==> src/rtl/axi_ar_pkg.sv <==
// Shared definitions for the AXI read-address issue path: FSM states,
// AXI burst constants and the layout of a queued read request.
package axi_ar_pkg;

    typedef enum logic [1:0] {
        IDLE  = 2'd0,
        LOAD  = 2'd1,
        ISSUE = 2'd2
    } arState_e;

    localparam logic [1:0] BURST_INCR    = 2'b01;
    localparam int         PAGE_BYTES    = 4096;
    localparam int         PAGE_OFFSET_W = 12;

    // A FIFO entry is {len[7:0], addr}; the length field sits directly above the address.
    localparam int ENTRY_ADDR_LSB = 0;
    localparam int ENTRY_LEN_W    = 8;

    function automatic int entryLenLsb(input int addrWidth);
        return ENTRY_ADDR_LSB + addrWidth;
    endfunction

endpackage

==> src/rtl/axi_outstanding_cnt.sv <==
// In-flight read burst counter: counts AR handshakes up and final R beats down,
// saturating at 0 and at the configured limit, and reports headroom now and next cycle.
module axi_outstanding_cnt
    import axi_ar_pkg::*;
#(
    parameter int MAX_OUTSTANDING = 8
) (
    input  logic       clk,
    input  logic       rst_n,
    input  logic       inc_i,
    input  logic       dec_i,
    output logic [7:0] count_o,
    output logic       belowLimit_o,
    output logic       belowLimitNext_o
);

    localparam logic [7:0] LIMIT = 8'(MAX_OUTSTANDING);

    logic [7:0] count_q;
    logic [7:0] count_d;
    logic       decOk;

    // A last beat with nothing in flight is a slave protocol error and is dropped.
    always_comb begin
        count_d = count_q;
        decOk   = dec_i && (count_q != 8'd0);
        if (inc_i && !decOk) begin
            if (count_q < LIMIT) begin
                count_d = count_q + 8'd1;
            end
        end else if (decOk && !inc_i) begin
            count_d = count_q - 8'd1;
        end
    end

    always_ff @(posedge clk or negedge rst_n) begin
        if (!rst_n) begin
            count_q <= 8'd0;
        end else begin
            count_q <= count_d;
        end
    end

    assign count_o          = count_q;
    assign belowLimit_o     = (count_q < LIMIT);
    assign belowLimitNext_o = (count_d < LIMIT);

endmodule

==> src/rtl/axi_ar_issue.sv <==
// Drains queued read requests from the araddr FIFO onto the AXI4 AR channel,
// throttling on in-flight bursts and flagging bursts that cross a 4 KB page.
module axi_ar_issue
    import axi_ar_pkg::*;
#(
    parameter int ADDR_WIDTH      = 32,
    parameter int ID_WIDTH        = 4,
    parameter int AXI_ID          = 0,
    parameter int BYTES_LOG2      = 3,
    parameter int MAX_OUTSTANDING = 8,
    parameter int FIFO_DATA_WIDTH = ADDR_WIDTH + 8
) (
    input  logic                       clk,
    input  logic                       rst_n,
    input  logic [FIFO_DATA_WIDTH-1:0] fifo_rd_data,
    input  logic                       fifo_rd_empty,
    output logic                       fifo_rd_en,
    output logic [ID_WIDTH-1:0]        m_axi_arid,
    output logic [ADDR_WIDTH-1:0]      m_axi_araddr,
    output logic [7:0]                 m_axi_arlen,
    output logic [2:0]                 m_axi_arsize,
    output logic [1:0]                 m_axi_arburst,
    output logic                       m_axi_arvalid,
    input  logic                       m_axi_arready,
    input  logic                       m_axi_rvalid,
    input  logic                       m_axi_rready,
    input  logic                       m_axi_rlast,
    output logic [7:0]                 outstanding,
    output logic                       boundary_err,
    output logic                       busy
);

    localparam int LEN_LSB = entryLenLsb(ADDR_WIDTH);
    localparam int EW      = ADDR_WIDTH + 1;

    arState_e                 state_q;
    logic [ADDR_WIDTH-1:0]    arAddr_q;
    logic [7:0]               arLen_q;
    logic                     arValid_q;
    logic                     boundErr_q;

    logic [ADDR_WIDTH-1:0]    entryAddr;
    logic [ENTRY_LEN_W-1:0]   entryLen;
    logic [EW-1:0]            burstEnd;
    logic                     crossesPage;
    logic                     arHandshake;
    logic                     rLastBeat;
    logic                     popNow;
    logic                     belowLimit;
    logic                     belowLimitNext;
    logic [7:0]               count;

    assign entryAddr   = fifo_rd_data[ENTRY_ADDR_LSB +: ADDR_WIDTH];
    assign entryLen    = fifo_rd_data[LEN_LSB +: ENTRY_LEN_W];
    assign burstEnd    = EW'(entryAddr[PAGE_OFFSET_W-1:0])
                       + ((EW'(entryLen) + EW'(1)) << BYTES_LOG2);
    assign crossesPage = (burstEnd > EW'(PAGE_BYTES));

    assign arHandshake = arValid_q && m_axi_arready;
    assign rLastBeat   = m_axi_rvalid && m_axi_rready && m_axi_rlast;

    axi_outstanding_cnt #(
        .MAX_OUTSTANDING (MAX_OUTSTANDING)
    ) u_outstandingCnt (
        .clk              (clk),
        .rst_n            (rst_n),
        .inc_i            (arHandshake),
        .dec_i            (rLastBeat),
        .count_o          (count),
        .belowLimit_o     (belowLimit),
        .belowLimitNext_o (belowLimitNext)
    );

    // The pop is combinational so FIFO data lands in LOAD; on a handshake the
    // just-issued burst is already counted, so the post-update count decides.
    always_comb begin
        popNow = 1'b0;
        case (state_q)
            IDLE:    popNow = !fifo_rd_empty && belowLimit;
            ISSUE:   popNow = arHandshake && !fifo_rd_empty && belowLimitNext;
            default: popNow = 1'b0;
        endcase
    end

    always_ff @(posedge clk or negedge rst_n) begin
        if (!rst_n) begin
            state_q    <= IDLE;
            arAddr_q   <= '0;
            arLen_q    <= 8'd0;
            arValid_q  <= 1'b0;
            boundErr_q <= 1'b0;
        end else begin
            case (state_q)
                IDLE: begin
                    if (popNow) begin
                        state_q <= LOAD;
                    end
                end
                LOAD: begin
                    arAddr_q  <= entryAddr;
                    arLen_q   <= entryLen;
                    arValid_q <= 1'b1;
                    if (crossesPage) begin
                        boundErr_q <= 1'b1;
                    end
                    state_q   <= ISSUE;
                end
                ISSUE: begin
                    // Valid drops even when chaining, otherwise LOAD would replay the old request.
                    if (arHandshake) begin
                        arValid_q <= 1'b0;
                        state_q   <= popNow ? LOAD : IDLE;
                    end
                end
                default: begin
                    state_q   <= IDLE;
                    arValid_q <= 1'b0;
                end
            endcase
        end
    end

    assign fifo_rd_en    = popNow && rst_n;
    assign m_axi_arid    = ID_WIDTH'(AXI_ID);
    assign m_axi_araddr  = arAddr_q;
    assign m_axi_arlen   = arLen_q;
    assign m_axi_arsize  = 3'(BYTES_LOG2);
    assign m_axi_arburst = BURST_INCR;
    assign m_axi_arvalid = arValid_q;
    assign outstanding   = count;
    assign boundary_err  = boundErr_q;
    assign busy          = (state_q != IDLE) || (count != 8'd0);

endmodule

==> config.mk <==
export PLATFORM = sky130hd
export DESIGN_NAME = axi_ar_issue
export DESIGN_NICKNAME = d
export VERILOG_FILES = /design/src/rtl/axi_ar_pkg.sv /design/src/rtl/axi_outstanding_cnt.sv /design/src/rtl/axi_ar_issue.sv
export SDC_FILE = /design/constraint.sdc
export NUM_CORES = 1
export LEC_CHECK = 0
export ABC_AREA = 1
export BUFFER_PORTS_ARGS = -buffer_cell sky130_fd_sc_hd__buf_4
export CAP_MARGIN = 20
export CORE_MARGIN = 2
export CORE_UTILIZATION = 45
export CTS_BUF_LIST = sky130_fd_sc_hd__clkbuf_2
export CTS_CLUSTER_SIZE = 40
export DETAILED_ROUTE_END_ITERATION = 10
export PLACE_DENSITY = 0.76
export SYNTH_ARGS = -nofsm -noshare
export SYNTH_HDL_FRONTEND = slang
export SYNTH_SLANG_ARGS = --single-unit
==> constraint.sdc <==
create_clock -name clk -period 2.2 [get_ports clk]
set_input_delay 0.22 -clock clk [delete_from_list [all_inputs] [get_ports clk]]
set_output_delay 0.22 -clock clk [all_outputs]
set_load 0.005 [all_outputs]
==> results.md <==
- Max incr delay on CP: roughly 0.43 ns
- Antenna-violating nets left: 0
- Drt wl/cell: between 10 and 15 um
- Synth cell count leaders: nand2_1 (171), dfrtp_1 (52), inv_1 (48)
- Unrepaired setup endpoints after global routing: yes
- Clk sinks: 52
- Mapped Cells: about 410
- Count leader, synth: nand2_1
- Synth cell types: 25
- Multi-input logic area: ~1600 sq um
- Worst setup EP type: output port
- Status: complete, but fails checks
- # port buffers: just under 100
- TritonCTS Buffers: 5
- Top cell type's share of synthesized area: 0.426
- Min-delay src: fifo_rd_data[2]
- Initial antenna violation count: 0
- Finished Layout Cells: roughly 640
- Leak pwr: around 2.4 nW
- Drt pass-1 iters: 6
- Max-cap violations: 0
- Slew headroom: 0.554
- Worst reg2reg endpoint: u_outstandingCnt.count_o[2]$_DFFE_PN0P_
- Die Height: 86.4 um
- Final hold viol count: 0
- Yosys reg bits: 52
- Cell family with most CP delay: simple AND/OR/NAND/NOR gates
- Sum Neg Setup Slack: -0.0845 ns
- Register area: about 1300 sq um
- FFs w/ async S/R, synth: 1.00
- CP Launch Type: flop
- Primary FF master, synth: dfrtp_1
- Critical-path maximum fanout: 5
- Cell Area, Synth: 3060 sq um
- Fmax achieved: about 0.44 GHz
- DP Worst Slack: -0.110 ns
- Global placement routability congestion: roughly 0.91
- First-pass GRT wire length: between 10 and 15 mm
- Mean Syn Cell Area: around 7.4 sq um
- Fin nets: 621
- Final period util: 1.04
- R2R Path Start: u_outstandingCnt.count_o[6]$_DFF_PN0_
- Worst-margin pin slew: 0.670 ns
- Wirelength, routed: about 8.2 mm
- Arr. time, crit path: 2.06 ns
- WHS Path Cells: 3
- Layout filler cell count: 573
- Violated checks: negative setup slack
- Peak supply drop: approximately 0.00052 V
- HPWL Detailed: 5.61 mm
- Total track usage: 0.221
- Via density: between 4 and 5
- Compound-Gate Fraction of Synth Area: 0.0369
- H-tree Lvls: 2
- Buf/Inv on CP: 2
- Multiplexer share of the synthesized area: 0
- Hold Path Sink: m_axi_araddr[2]$_DFFE_PN0P_
- Largest cells by area after synthesis: dfrtp_1 (43%), nand2_1 (21%), inv_1 (5.9%), ha_1 (5.3%), nand3_1 (3.6%)
- WP data required: ~2.0 ns
- Final Skew: 0.0339 ns
- Setup ws final: -0.0845 ns
- Post-route minimum period: ~2.3 ns
- Residual DRC: 0
- Register-to-Register Path Depth: 8
- Clk root buf: clkbuf_2
- Yosys warning total: 0
- DRT iter0 DRCs: 148
- GRT overflow: 0
- Clock slew at reported path FFs: between 0.2 and 0.3 ns
- Clock Path Buffers: 2
- Die area: 7460 sq um
- Hold slack: 0.0426 ns
- Adder-Cell Fraction of Synth Area: 0.0598
- R2R Setup Slk: between 0.6 and 0.7 ns
- Power per cell area: 1020 nW/um^2
- Synth Area in Simple Gates: 0.362
- Syn-to-layout area delta: 44.2%
- Clk Latency, worst-skew pair: about 0.43 ns
- Core area: between 6000 and 7000 sq um
- Area leader, netlist: dfrtp_1
- Row cnt: 30
- Largest family of logic cells by synthesized area: simple AND/OR/NAND/NOR gates
- Worst setup path class: reg2out
- HP Class: in2reg
- Xor/xnor share of the synthesized area: 0.0201
- DR vias: between 3000 and 4000
- Seq/Total Area, Yosys: 0.426
- # IOs: between 100 and 150
- Placed cells: 586
- Share of layout cells above drive strength 1: 0.296
- Crit-path cells: inv_2, ha_4, nand2_4, nor2_4, nor2_4, nand2_4, nand2_1, nand2_2, nor2_2, nand3_2, a21oi_2, buf_4
- Slowest-stage cell, CP: dfrtp_1
- EDFF count, synth: 0
- Initial Util: 0.457
- Die W: around 86 um
- # diodes: 0
- Largest net degree at the start of global routing: 53
- Finish-stage setup viols: 1
- TritonCTS clock tree: done
- Final Core Density: 0.660
- Pins Over Slew Limit: 0
- Vias in the first global route: between 2000 and 3000
-- per-stage QoR --
| step | cell area (sq um) | power, mW |
|---|---|---|
| final | 4410 | 4.51 |
| after global routing | 4410 | 4.90 |
| after CTS | 4310 | 4.37 |
| after detailed placement | 3860 | 3.83 |
| after global placement | 3860 | 3.76 |
| after floorplan | 3080 | 2.78 |
-- power breakdown --
group / internal (mW) / switching [mW]
Combinational: 1.21 / 1.18
Clock: 0.0850 / 0.312
Sequential: 1.40 / 0.315
-- state kept, by name (all words and copies together), names as in the netlist --
name	cells
boundary_err	1
m_axi_araddr	32
m_axi_arlen	8
m_axi_arvalid	1
state_q	2
u_outstandingCnt.count_o	8
-- tightest hold or removal path, stage by stage --
cell and delay, ns:
buf_4 0.11, inv_1 0.06, o21ai_0 0.08
-- logic make-up (layout without fill, tap and decap cells) --
family | after synthesis | in the layout
AO/OA/AOI/OAI | 21 | 21
other | 2 | 9
adder cells (fa/ha/maj) | 14 | 14
XOR/XNOR | 7 | 7
buffers and inverters | 67 | 207
flip-flops | 52 | 52
AND/OR/NAND/NOR | 251 | 251
-- worst max path at each step --
stage / startpoint / endpoint / slack [ns] / depth (start not counted)
after global placement: fifo_rd_data[32] / boundary_err$_DFFE_PN0P_ / 0.004 / 18
after CTS: u_outstandingCnt.count_o[0]$_DFFE_PN0P_ / fifo_rd_en / -0.17 / 12
after floorplan: fifo_rd_data[32] / boundary_err$_DFFE_PN0P_ / 0.23 / 17
after global routing: u_outstandingCnt.count_o[1]$_DFFE_PN0P_ / fifo_rd_en / -0.26 / 12
after detailed placement: fifo_rd_data[32] / boundary_err$_DFFE_PN0P_ / -0.11 / 18
final: u_outstandingCnt.count_o[1]$_DFFE_PN0P_ / fifo_rd_en / -0.08 / 12
-- placed cells by master (no fill, tap or decap), types with 2 or more instances in the layout --
| cell | instances |
|---|---|
| a21oi_1 | 4 |
| nor2_2 | 4 |
| nand2_1 | 166 |
| nand2_2 | 9 |
| nor2_1 | 21 |
| xnor2_1 | 2 |
| dfrtp_2 | 6 |
| clkbuf_2 | 6 |
| nand3_1 | 20 |
| nand3_2 | 5 |
| nor3_1 | 5 |
| nand3b_1 | 4 |
| conb_1 | 9 |
| ha_1 | 11 |
| o21ai_0 | 14 |
| nand4_1 | 7 |
| inv_1 | 45 |
| buf_4 | 115 |
| nand2_4 | 4 |
| xor2_1 | 5 |
| dfrtp_1 | 46 |
| dlygate4sd3_1 | 33 |
| inv_2 | 5 |
| nor2_4 | 6 |
-- layer usage --
metal | up-vias | GRT usage | wire length [um]
met5 | - | 0 | 0
met2 | 102 | 0.406 | 4380
met1 | 1476 | 0.262 | 3300
met4 | 0 | 0.0653 | 191
met3 | 17 | 0.0390 | 375
li1 | 1546 | - | -
-- layout make-up --
type | count | share of cell area
multi-input combinational | 302 | 0.352
sequential | 52 | 0.297
inverter | 50 | 0.0426
clock buffer | 6 | 0.00681
tap | 80 | 0.0227
clock inverter | 2 | 0.00369
timing repair buffer | 149 | 0.275
-- repair_timing --
action | 4_1_cts | 5_1_grt
resized for setup | 11 | 13
setup endpoints to repair | 1 | 1
endpoints found under the hold margin | 83 | 1
hold buffers | 32 | 1
pin swaps | 7 | 4
setup buffers | 6 | 8
No activity file was read; power rests on OpenSTA's default activity.
